`src/rtl/alu_exec_pkg.sv`:
```
// Shared definitions for the ALU execution unit: operation codes used by the
// ALU control decoder, the control FSM encoding and the result bundle.
package alu_exec_pkg;

  localparam int OP_W = 6;

  localparam logic [OP_W-1:0] OP_ADD    = 6'b100000;
  localparam logic [OP_W-1:0] OP_SUB    = 6'b100010;
  localparam logic [OP_W-1:0] OP_AND    = 6'b100100;
  localparam logic [OP_W-1:0] OP_OR     = 6'b100101;
  localparam logic [OP_W-1:0] OP_NOR    = 6'b100111;
  localparam logic [OP_W-1:0] OP_XOR    = 6'b100110;
  localparam logic [OP_W-1:0] OP_SLL    = 6'b000000;
  localparam logic [OP_W-1:0] OP_SRL    = 6'b000010;
  localparam logic [OP_W-1:0] OP_SLT    = 6'b101010;
  localparam logic [OP_W-1:0] OP_JR     = 6'b001000;
  localparam logic [OP_W-1:0] OP_MUL    = 6'b011000;
  localparam logic [OP_W-1:0] OP_BEQ    = 6'b000100;
  localparam logic [OP_W-1:0] OP_BNE    = 6'b000101;
  localparam logic [OP_W-1:0] OP_BGTZ   = 6'b000111;
  localparam logic [OP_W-1:0] OP_BLEZ   = 6'b000110;
  localparam logic [OP_W-1:0] OP_REGIMM = 6'b000001;

  localparam logic [4:0] RT_BLTZ = 5'd0;
  localparam logic [4:0] RT_BGEZ = 5'd1;

  typedef enum logic [1:0] {
    ST_IDLE = 2'd0,
    ST_MUL  = 2'd1,
    ST_DONE = 2'd2
  } state_t;

  typedef struct packed {
    logic [31:0] result;
    logic        branch;
    logic        illegal;
  } alu_out_t;

endpackage

```
`src/rtl/alu_exec_mult_iter.sv`:
```
// Iterative shift-add multiplier: one multiplier bit per cycle, 32 iterations,
// low 32 bits of the product. The final iteration is presented combinationally.
module mult_iter
  import alu_exec_pkg::*;
(
  input  logic        Clk,
  input  logic        Reset,
  input  logic        start,
  input  logic [31:0] A,
  input  logic [31:0] B,
  output logic        done,
  output logic [31:0] P
);

  logic [31:0] r_mcand;
  logic [31:0] r_mplier;
  logic [31:0] r_acc;
  logic [5:0]  r_cnt;
  logic        r_busy;
  logic [31:0] w_acc_nxt;

  assign w_acc_nxt = r_acc + (r_mplier[0] ? r_mcand : 32'd0);
  assign done      = r_busy && (r_cnt == 6'd31);
  assign P         = w_acc_nxt;

  always_ff @(posedge Clk or negedge Reset) begin
    if (!Reset) begin
      r_busy <= 1'b0;
      r_cnt  <= 6'd0;
    end else if (start) begin
      r_busy <= 1'b1;
      r_cnt  <= 6'd0;
    end else if (r_busy) begin
      if (r_cnt == 6'd31) begin
        r_busy <= 1'b0;
        r_cnt  <= 6'd0;
      end else begin
        r_cnt <= r_cnt + 6'd1;
      end
    end
  end

  // Datapath registers carry no reset; r_busy qualifies them.
  always_ff @(posedge Clk) begin
    if (start) begin
      r_mcand  <= A;
      r_mplier <= B;
      r_acc    <= 32'd0;
    end else if (r_busy) begin
      r_acc    <= w_acc_nxt;
      r_mcand  <= r_mcand << 1;
      r_mplier <= r_mplier >> 1;
    end
  end

endmodule

```
`src/rtl/alu_exec.sv`:
```
// ALU execution unit: single-cycle ALU/branch operations plus a 33-cycle
// iterative multiply, with a valid/ready handshake on both sides.
module alu_exec
  import alu_exec_pkg::*;
(
  input  logic        Clk,
  input  logic        Reset,
  input  logic        InValid,
  output logic        InReady,
  input  logic [5:0]  ALUControl,
  input  logic [31:0] A,
  input  logic [31:0] B,
  input  logic [4:0]  Shamt,
  output logic        OutValid,
  input  logic        OutReady,
  output logic [31:0] ALUResult,
  output logic        Zero,
  output logic        BranchTaken,
  output logic        Illegal
);

  function automatic alu_out_t alu_op(input logic [5:0] op, input logic [31:0] a,
                                      input logic [31:0] b, input logic [4:0] sh);
    alu_out_t          r;
    logic signed [31:0] sa;
    logic signed [31:0] sb;
    sa        = a;
    sb        = b;
    r.result  = 32'd0;
    r.branch  = 1'b0;
    r.illegal = 1'b0;
    case (op)
      OP_ADD:  r.result = a + b;
      OP_SUB:  r.result = a - b;
      OP_AND:  r.result = a & b;
      OP_OR:   r.result = a | b;
      OP_NOR:  r.result = ~(a | b);
      OP_XOR:  r.result = a ^ b;
      OP_SLL:  r.result = b << sh;
      OP_SRL:  r.result = b >> sh;
      OP_SLT:  r.result = (sa < sb) ? 32'd1 : 32'd0;
      OP_JR:   r.result = a;
      OP_BEQ:  begin r.result = a - b; r.branch = (a == b);      end
      OP_BNE:  begin r.result = a - b; r.branch = (a != b);      end
      OP_BGTZ: begin r.result = a - b; r.branch = (sa > 0);      end
      OP_BLEZ: begin r.result = a - b; r.branch = (sa <= 0);     end
      OP_REGIMM: begin
        r.result = a - b;
        // rt field selects BLTZ/BGEZ; other rt values never branch.
        if (b[4:0] == RT_BLTZ)      r.branch = sa[31];
        else if (b[4:0] == RT_BGEZ) r.branch = !sa[31];
      end
      default: r.illegal = 1'b1;
    endcase
    return r;
  endfunction

  state_t      r_state;
  state_t      w_state_nxt;
  logic [31:0] r_result;
  logic        r_zero;
  logic        r_branch;
  logic        r_illegal;
  logic        w_accept;
  logic        w_is_mul;
  logic        w_mul_done;
  logic [31:0] w_mul_p;
  alu_out_t    w_alu;

  assign InReady  = (r_state == ST_IDLE) || ((r_state == ST_DONE) && OutReady);
  assign w_accept = InValid && InReady;
  assign w_is_mul = (ALUControl == OP_MUL);
  assign w_alu    = alu_op(ALUControl, A, B, Shamt);

  mult_iter u_mult (
    .Clk   (Clk),
    .Reset (Reset),
    .start (w_accept && w_is_mul),
    .A     (A),
    .B     (B),
    .done  (w_mul_done),
    .P     (w_mul_p)
  );

  always_ff @(posedge Clk or negedge Reset) begin
    if (!Reset) r_state <= ST_IDLE;
    else        r_state <= w_state_nxt;
  end

  always_comb begin
    w_state_nxt = r_state;
    case (r_state)
      ST_IDLE: if (w_accept) w_state_nxt = w_is_mul ? ST_MUL : ST_DONE;
      ST_MUL:  if (w_mul_done) w_state_nxt = ST_DONE;
      ST_DONE: begin
        if (w_accept)      w_state_nxt = w_is_mul ? ST_MUL : ST_DONE;
        else if (OutReady) w_state_nxt = ST_IDLE;
      end
      default: w_state_nxt = ST_IDLE;
    endcase
  end

  // Result registers hold their value whenever nothing new is loaded.
  always_ff @(posedge Clk or negedge Reset) begin
    if (!Reset) begin
      r_result  <= 32'd0;
      r_zero    <= 1'b1;
      r_branch  <= 1'b0;
      r_illegal <= 1'b0;
    end else if (w_accept && !w_is_mul) begin
      r_result  <= w_alu.result;
      r_zero    <= (w_alu.result == 32'd0);
      r_branch  <= w_alu.branch;
      r_illegal <= w_alu.illegal;
    end else if (w_mul_done) begin
      r_result  <= w_mul_p;
      r_zero    <= (w_mul_p == 32'd0);
      r_branch  <= 1'b0;
      r_illegal <= 1'b0;
    end
  end

  assign OutValid    = (r_state == ST_DONE);
  assign ALUResult   = r_result;
  assign Zero        = r_zero;
  assign BranchTaken = r_branch;
  assign Illegal     = r_illegal;

endmodule

```
`config.mk`:
```
export PLATFORM = sky130hd
export DESIGN_NAME = alu_exec
export DESIGN_NICKNAME = d
export VERILOG_FILES = /design/src/rtl/alu_exec_pkg.sv /design/src/rtl/alu_exec_mult_iter.sv /design/src/rtl/alu_exec.sv
export SDC_FILE = /design/constraint.sdc
export NUM_CORES = 1
export LEC_CHECK = 0
export CAP_MARGIN = 20
export CELL_PAD_IN_SITES_DETAIL_PLACEMENT = 1
export CELL_PAD_IN_SITES_GLOBAL_PLACEMENT = 1
export CORE_ASPECT_RATIO = 0.75
export CORE_MARGIN = 2
export CORE_UTILIZATION = 42
export CTS_CLUSTER_SIZE = 24
export DETAILED_ROUTE_END_ITERATION = 6
export MAX_ROUTING_LAYER = met4
export PLACE_DENSITY_LB_ADDON = 0.1
export RECOVER_POWER = 25
export SYNTH_ARGS = -nofsm -noshare
export SYNTH_HDL_FRONTEND = slang
export SYNTH_SLANG_ARGS = --single-unit
```
`constraint.sdc`:
```
create_clock -name Clk -period 3.9 [get_ports Clk]
set_clock_uncertainty 0.05 [all_clocks]
set_input_delay 0.975 -clock Clk [delete_from_list [all_inputs] [get_ports Clk]]
set_output_delay 0.975 -clock Clk [all_outputs]
set_load 0.005 [all_outputs]
```
==> impl_results.md, run 1 <==
* Status: stopped before the end
* Stop stage: global routing
* Stop Error: [ERROR GRT-0232] Routing congestion too high. Check the congestion heatmap in the GUI.
* Die H at 185.0 um
* GRT Resource Usage Total at 84.91%
* Root Driver: clkbuf_16
* Worst ep type: register data pin
* Synth top area share at 10.48%
* Ys async rst share at 31.43%
* HPWL Detailed at 101.0 mm
* Synth area leader: edfxtp_1
* GRT overflow at 270
* Largest net degree at the start of global routing at 51
* Count of different cell masters after synthesis at 102
* Post-Synthesis Net Count at 2495
* H-tree Lvls at 4
* Site Rows at 66
* Clock Tree Buf Depth at 2
* Top Ports at 116
* Yosys reg bits at 140
* Initial core utilization at 42.47%
* Synthesized area per cell at 8.059 um^2
* Prevailing post-synth register cell: edfxtp_1
* CTS Buf Count at 17
* CTS Sinks at 140
* Synthesized instance count at 2276
* Post-synth EDFFs at 64
* Gpl congestion at 1.223
* Worst endpoint after global-route timing repair: Zero$_DFFE_PN1P_/D
* Synth cell count leaders: nand2_1, nor2_1, a21oi_1
* Mapped Area at 18340 um^2
* Seq/Total Area, Yosys at 19.98%
* Top cells by area, synth: edfxtp_1, ha_1, mux4_2
* Count of input and output buffers at 115
* Synth warnings at 0
* Count leader, synth: nand2_1
* Die width at 245.3 um
## repair_timing
action                                  in CTS
pin swaps                                  109
gates cloned                                 1
setup buffers                               79
gates resized for setup                    467
hold buffers                                 0
endpoints found under the setup margin      31
## stage by stage
| stage | instances | cell area, um^2 | utilization, % | setup WS [ns] |
|---|---|---|---|---|
| CTS | 3755 | 29010 | 67.16 | -0.7941 |
| detailed placement | 3646 | 26150 | 60.54 | -1.866 |
| global placement | 3646 | 26150 | 60.54 | -1.687 |
| floorplan | 2276 | 18510 | - | -0.4114 |
## per-layer routing
metal | GRT overflow | GRT usage [%]
met3 | 9 | 73.27
met5 | - | -
met4 | 113 | 82.27
met1 | 8 | 83.82
met2 | 140 | 96.60
## logic make-up after synthesis
kind of cell	Yosys count	synth area share (%)
AND/OR/NAND/NOR	767	20.10
AO/OA/AOI/OAI	674	25.39
buffers and inverters	292	6.788
multiplexers	220	16.02
adder cells (fa/ha/maj)	140	9.673
flip-flops	140	19.98
XOR/XNOR	43	2.053
==> run 2: changes to the inputs <==
- CELL_PAD_IN_SITES_DETAIL_PLACEMENT: 1 -> not set
- CELL_PAD_IN_SITES_GLOBAL_PLACEMENT: 1 -> not set
- CORE_ASPECT_RATIO: 0.75 -> not set
- CORE_UTILIZATION: 42 -> 40
- CTS_CLUSTER_SIZE: 24 -> not set
- MAX_ROUTING_LAYER: met4 -> not set
- PLACE_DENSITY_LB_ADDON: 0.1 -> 0.15
- clock period: 3.9 -> 5.07 ns (I/O delays scaled with it)
==> impl_results.md, run 2 <==
* Multi-input gate area at 14110 um^2
* Power share of the combinational group at 60.9%
* Hold Slack at 0.4402 ns
* Worst EP required at 5.43 ns
* Synth warnings at 0
* Sequential Power Share at 23.9%
* Core area at 45280 um^2
* H-tree Lvls at 4
* Synthesized area per cell at 8.059 um^2
* Max_cap viols at 1
* CTS tree: built
* Site Rows at 78
* Root Driver: clkbuf_16
* Slew HR at -80.16%
* Most common cell after layout, fill and taps aside: buf_4
* Synth top area share at 10.48%
* Vias in the first global route at 21040
* Share of layout cells above drive strength 1 at 34.04%
* Count of different cell masters after synthesis at 102
* Peak supply drop at 0.4431 mV
* Leakage at 11.66 nW
* Synth cell count leaders: nand2_1, nor2_1, a21oi_1
* Max Freq at 195.5 MHz
* Final net count at 3129
* CTS Sinks at 140
* First-pass GRT wire length at 140.5 mm
* Prevailing post-synth register cell: edfxtp_1
* Pre-antenna DRT Iters at 7
* Reg2reg start: u_mult.r_mplier[0]
* Util after Layout at 57.46%
* Net Switching at 0.003940 W
* Post-synth EDFFs at 64
* Wire length per cell at 27.78 um
* Worst Hold Class: reg2reg
* HPWL Detailed at 79.06 mm
* Ys async rst share at 31.43%
* Seq/Total Area, Yosys at 19.98%
* CTS Buf Count at 17
* Die width at 218.1 um
* Count leader, synth: nand2_1
* Crit Path Category: in2reg
* Layout fillers at 4247
* Pwr dens at 338.3 nW/um^2
* Min cycle time layout at 5.115 ns
* Worst Max-Slew Pin Slew at 2.702 ns
* Vias per cell at 6.246
* Met3 WL post-DR at 8.720 mm
* Largest net degree at the start of global routing at 49
* Die H at 218.1 um
* Synthesized instance count at 2276
* Post-Synthesis Net Count at 2495
* Synth-to-layout area growth at 41.87%
* Setup violators final at 1
* Clock Tree Buf Depth at 2
* Gpl congestion at 1.047
* Sw Share at 44.76%
* Clk_lat worst skew at 0.49 ns
* Top sig layer: met5
* Crit path DAT at 5.47 ns
* CTS clk-pin slew, worst paths at 0.07 ns
* DRC at 14
* DRT antenna net count at 0
* Initial antenna violation count at 2
* Most frequent cells in the layout: buf_4, nand2_1, nor2_1
* Hold_sp: BranchTaken
* Critical path peak fanout at 4
* Vias at 22010
* Status: finished with violations
* GRT Resource Usage Total at 40.28%
* Clock power frac at 15.2%
* CP Launch Point: A[16]
* Top cells by area, synth: edfxtp_1, ha_1, mux4_2
* Full die area at 47580 um^2
* Fin worst setup slack at -0.04526 ns
* Setup crit start kind: input port
* Synth area leader: edfxtp_1
* Final WL at 97.91 mm
* Post-placement cell count at 3468
* Slew Limit Fails at 45
* GRT overflow at 0
* Initial core utilization at 40.50%
* Final cell count without fillers at 3524
* Mapped Area at 18340 um^2
* DRT iter0 DRCs at 2947
* Crit. End Element: flop
* Failing checks: DRC, capacitance limit, slew limit, setup timing
* Post-Route M1 WL at 41.04 mm
* Final hold viol count at 0
* Yosys reg bits at 140
* Final cycle utilization of the critical path at 100.9%
* Top Ports at 116
* DR WL met2 at 42.91 mm
* Count of input and output buffers at 115
* Setup_tns at -0.04526 ns
* Power Internal at 0.004863 W
* FF+latch area at 3665 um^2
[run 2: stage by stage]
| step | total power (W) | setup WS, ns | cell area, um^2 |
|---|---|---|---|
| floorplan | 0.005348 | 0.1952 | 18340 |
| global placement | 0.007126 | -0.8945 | 24550 |
| detailed placement | 0.007260 | -0.9186 | 24550 |
| CTS | 0.008666 | 0.001763 | 25410 |
| global route | 0.009336 | -0.06507 | 26020 |
| finish | 0.008803 | -0.04526 | 26020 |
[run 2: power groups by stage]
stage / registers (W) / logic [W] / clock network, W
6_report: 0.00211 / 0.00536 / 0.00133
4_1_cts: 0.00210 / 0.00521 / 0.00135
2_1_floorplan: 0.00203 / 0.00332 / 0
5_1_grt: 0.00215 / 0.00580 / 0.00139
3_3_place_gp: 0.00210 / 0.00503 / 0
3_5_place_dp: 0.00212 / 0.00514 / 0
[run 2: path summary, 6_finish.rpt]
| check | to | slack, ns | cells past startpoint |
|---|---|---|---|
| setup / recovery | Zero | -0.05 | 16 |
| hold / removal | BranchTaken | 0.44 | 2 |
| setup reg to reg | Zero | 0.03 | 15 |
| hold reg to reg | BranchTaken | 0.44 | 2 |
| max in group asynchronous | ALUResult[23] | 1.74 | 2 |
| min in group asynchronous | u_mult.r_cnt[3] | 1.69 | 2 |
[run 2: layout make-up]
type	instances	area share [%]
tap	600	2.885
timing repair buffer	790	24.88
multi-input combinational	1844	54.23
clock inverter	13	0.4809
clock buffer	19	1.746
sequential	140	14.08
antenna	1	0.009617
inverter	117	1.688
[run 2: routing by layer]
layer	track usage, %	vias to the layer above
met5	0	-
met4	18.93	2
met3	6.374	248
met2	62.92	1270
met1	54.35	10700
li1	-	9790
[run 2: logic make-up (layout without fill, tap and decap cells)]
kind of cell / after synthesis / after routing / synth area share, %
DFF: 140 / 140 / 19.98
other: 0 / 1 / 0
and+or+nand+nor: 767 / 767 / 20.10
muxes: 220 / 220 / 16.02
AOI/OAI and AO/OA: 674 / 674 / 25.39
buffers and inverters: 292 / 939 / 6.788
xor gates and xnor gates: 43 / 43 / 2.053
adders and majority gates: 140 / 140 / 9.673
[run 2: timing repair]
action / CTS / global route
pin swaps: 24 / 39
setup endpoints to repair: 2 / 2
setup buffers: 8 / 15
hold buffers: 0 / 0
resized for setup: 67 / 110
endpoints found under the hold margin: 0 / 0
[run 2: critical path, stage by stage]
cell and delay (ns):
clkdlybuf4s50_1 0.71, inv_1 0.09, ha_1 0.35, buf_4 0.15
inv_1 0.05, nand3_1 0.11, or4b_4 0.54, o211ai_1 0.19
nand4b_1 0.25, nor4_2 0.28, nand4_1 0.21, nor4b_4 0.40
buf_4 0.17, nand4_1 0.08, or4_1 0.54, o211ai_2 0.08
Power figures use the tool's default switching activity.
==> run 3: changes to the inputs <==
- CAP_MARGIN: 20 -> not set
- clock period: 5.07 -> 6.45 ns (I/O delays scaled with it)
==> impl_results.md, run 3 (synthesized netlist as in run 2, its figures left out) <==
* Status: finished with violations
* Failing checks: DRC, capacitance limit, slew limit
* Vias per cell at 6.547
* Vias at 20230
* Worst Max-Slew Pin Slew at 2.824 ns
* Setup_tns at 0 ns
* First-pass GRT wire length at 133.5 mm
* Worst Hold Class: reg2reg
* Layout fillers at 4536
* Final WL at 92.11 mm
* CTS tree: built
* CTS Sinks at 140
* Final net count at 2694
* Die width at 218.1 um
* Peak supply drop at 0.3231 mV
* Critical path peak fanout at 4
* Final cell count without fillers at 3089
* Most frequent cells in the layout: buf_4, nand2_1, nor2_1
* Design area at 21920 um^2
* DRT iter0 DRCs at 2638
* Initial antenna violation count at 4
* Multi-input gate area at 13480 um^2
* Leakage at 9.218 nW
* GRT Resource Usage Total at 38.58%
* Setup violators final at 0
* Post-CTS Resized at 0
* Pre-antenna DRT Iters at 7
* Hold Slack at 0.4442 ns
* Full die area at 47580 um^2
* Largest net degree at the start of global routing at 65
* Worst path cell trace: clkdlybuf4s50_1, inv_1, ha_1, fa_1, buf_4, o21bai_1, a211o_1, a21oi_1, a211o_1, a2111oi_1, buf_4, o2111ai_1, nor4_1, nand4_1, nor4b_2, buf_4, nand4_1, or4_1, o211ai_2
* GRT overflow at 0
* Min cycle time layout at 6.207 ns
* CP max stage cell: a2111oi_1
* Top Ports at 116
* CTS Buf Count at 17
* Synth-to-layout area growth at 19.51%
* Crit Path Category: in2reg
* DR WL met2 at 39.31 mm
* Max Freq at 161.1 MHz
* CTS clk-pin slew, worst paths at 0.07 ns
* Most common cell after layout, fill and taps aside: buf_4
* Setup crit start kind: input port
* DP Area at 21320 um^2
* Pwr dens at 297.6 nW/um^2
* Crit path DAT at 6.58 ns
* Final hold viol count at 0
* Initial core utilization at 40.50%
* DRT antenna net count at 0
* Site Rows at 78
* Share of layout cells above drive strength 1 at 18.77%
* Wire length per cell at 29.82 um
* Hold_buf cts at 0
* Vias in the first global route at 19340
* Max incr delay on CP at 0.65 ns
* Gpl congestion at 1.072
* Met3 WL post-DR at 8.201 mm
* Worst EP required at 6.82 ns
* Slew HR at -88.30%
* Post-placement cell count at 3056
* Die H at 218.1 um
* H-tree Lvls at 4
* Most used cell, CP: buf_4
* Core area at 45280 um^2
* Fin worst setup slack at 0.2429 ns
* Post-Route M1 WL at 39.25 mm
* RSZ-0062 raised after global routing: no
* Clock Tree Buf Depth at 2
* Slew Limit Fails at 45
* Root Driver: clkbuf_16
* Top sig layer: met4
* Max_cap viols at 1
* Clk_lat worst skew at 0.50 ns
* Crit. End Element: flop
* HPWL Detailed at 73.72 mm
* DRC at 9
* Count of input and output buffers at 115
* Final cycle utilization of the critical path at 96.23%
* FF+latch area at 3665 um^2
* Pre-CTS WS at -0.09945 ns
* Setup Buffers After CTS at 0
==> run 3: per-stage QoR <==
step | utilization [%] | power, W
after floorplan | - | 0.004204
after global placement | 47.09 | 0.005341
after detailed placement | 47.09 | 0.005418
after CTS | 48.41 | 0.006495
after global routing | 48.40 | 0.006965
final | 48.41 | 0.006523
==> run 3: final cells by class <==
cell class / instances / share of cell area (%)
Multi-Input combinational cell: 1844 / 61.48
Sequential cell: 140 / 16.72
Clock inverter: 15 / 0.7877
Tap cell: 600 / 3.425
Antenna cell: 1 / 0.01142
Timing Repair Buffer: 355 / 13.63
Clock buffer: 17 / 1.941
Inverter: 117 / 2.004
==> run 3: worst paths after layout <==
check	from	endpoint	slack, ns	depth (start not counted)
min reg2reg	u_mult.r_acc[7]	u_mult.r_acc[7]	0.44	2
max reg2reg	u_mult.r_mplier[0]	Zero	1.18	18
min	u_mult.r_acc[7]	u_mult.r_acc[7]	0.44	2
max	A[0]	Zero	0.24	19
min in group asynchronous	Reset	u_mult.r_cnt[2]	1.97	1
max in group asynchronous	Reset	ALUResult[30]	2.75	1
==> run 3: critical path: cells and delay by family <==
family | cells | cell delay [ns]
AOI/OAI and AO/OA | 7 | 1.74
adders and majority gates | 2 | 0.61
buffers and inverters | 5 | 1.19
and+or+nand+nor | 5 | 1.41
==> run 3: power breakdown <==
| part | internal, W | switching (W) |
|---|---|---|
| logic | 0.00156 | 0.00227 |
| clock network | 0.000551 | 0.000505 |
| registers | 0.00144 | 0.000194 |
| total | 0.00355 | 0.00297 |
==> run 3: per-layer routing <==
metal	up-vias	GRT usage, %
met1	9895	52.54
met3	236	7.794
li1	8906	-
met4	0	20.68
met2	1188	57.22
met5	-	0
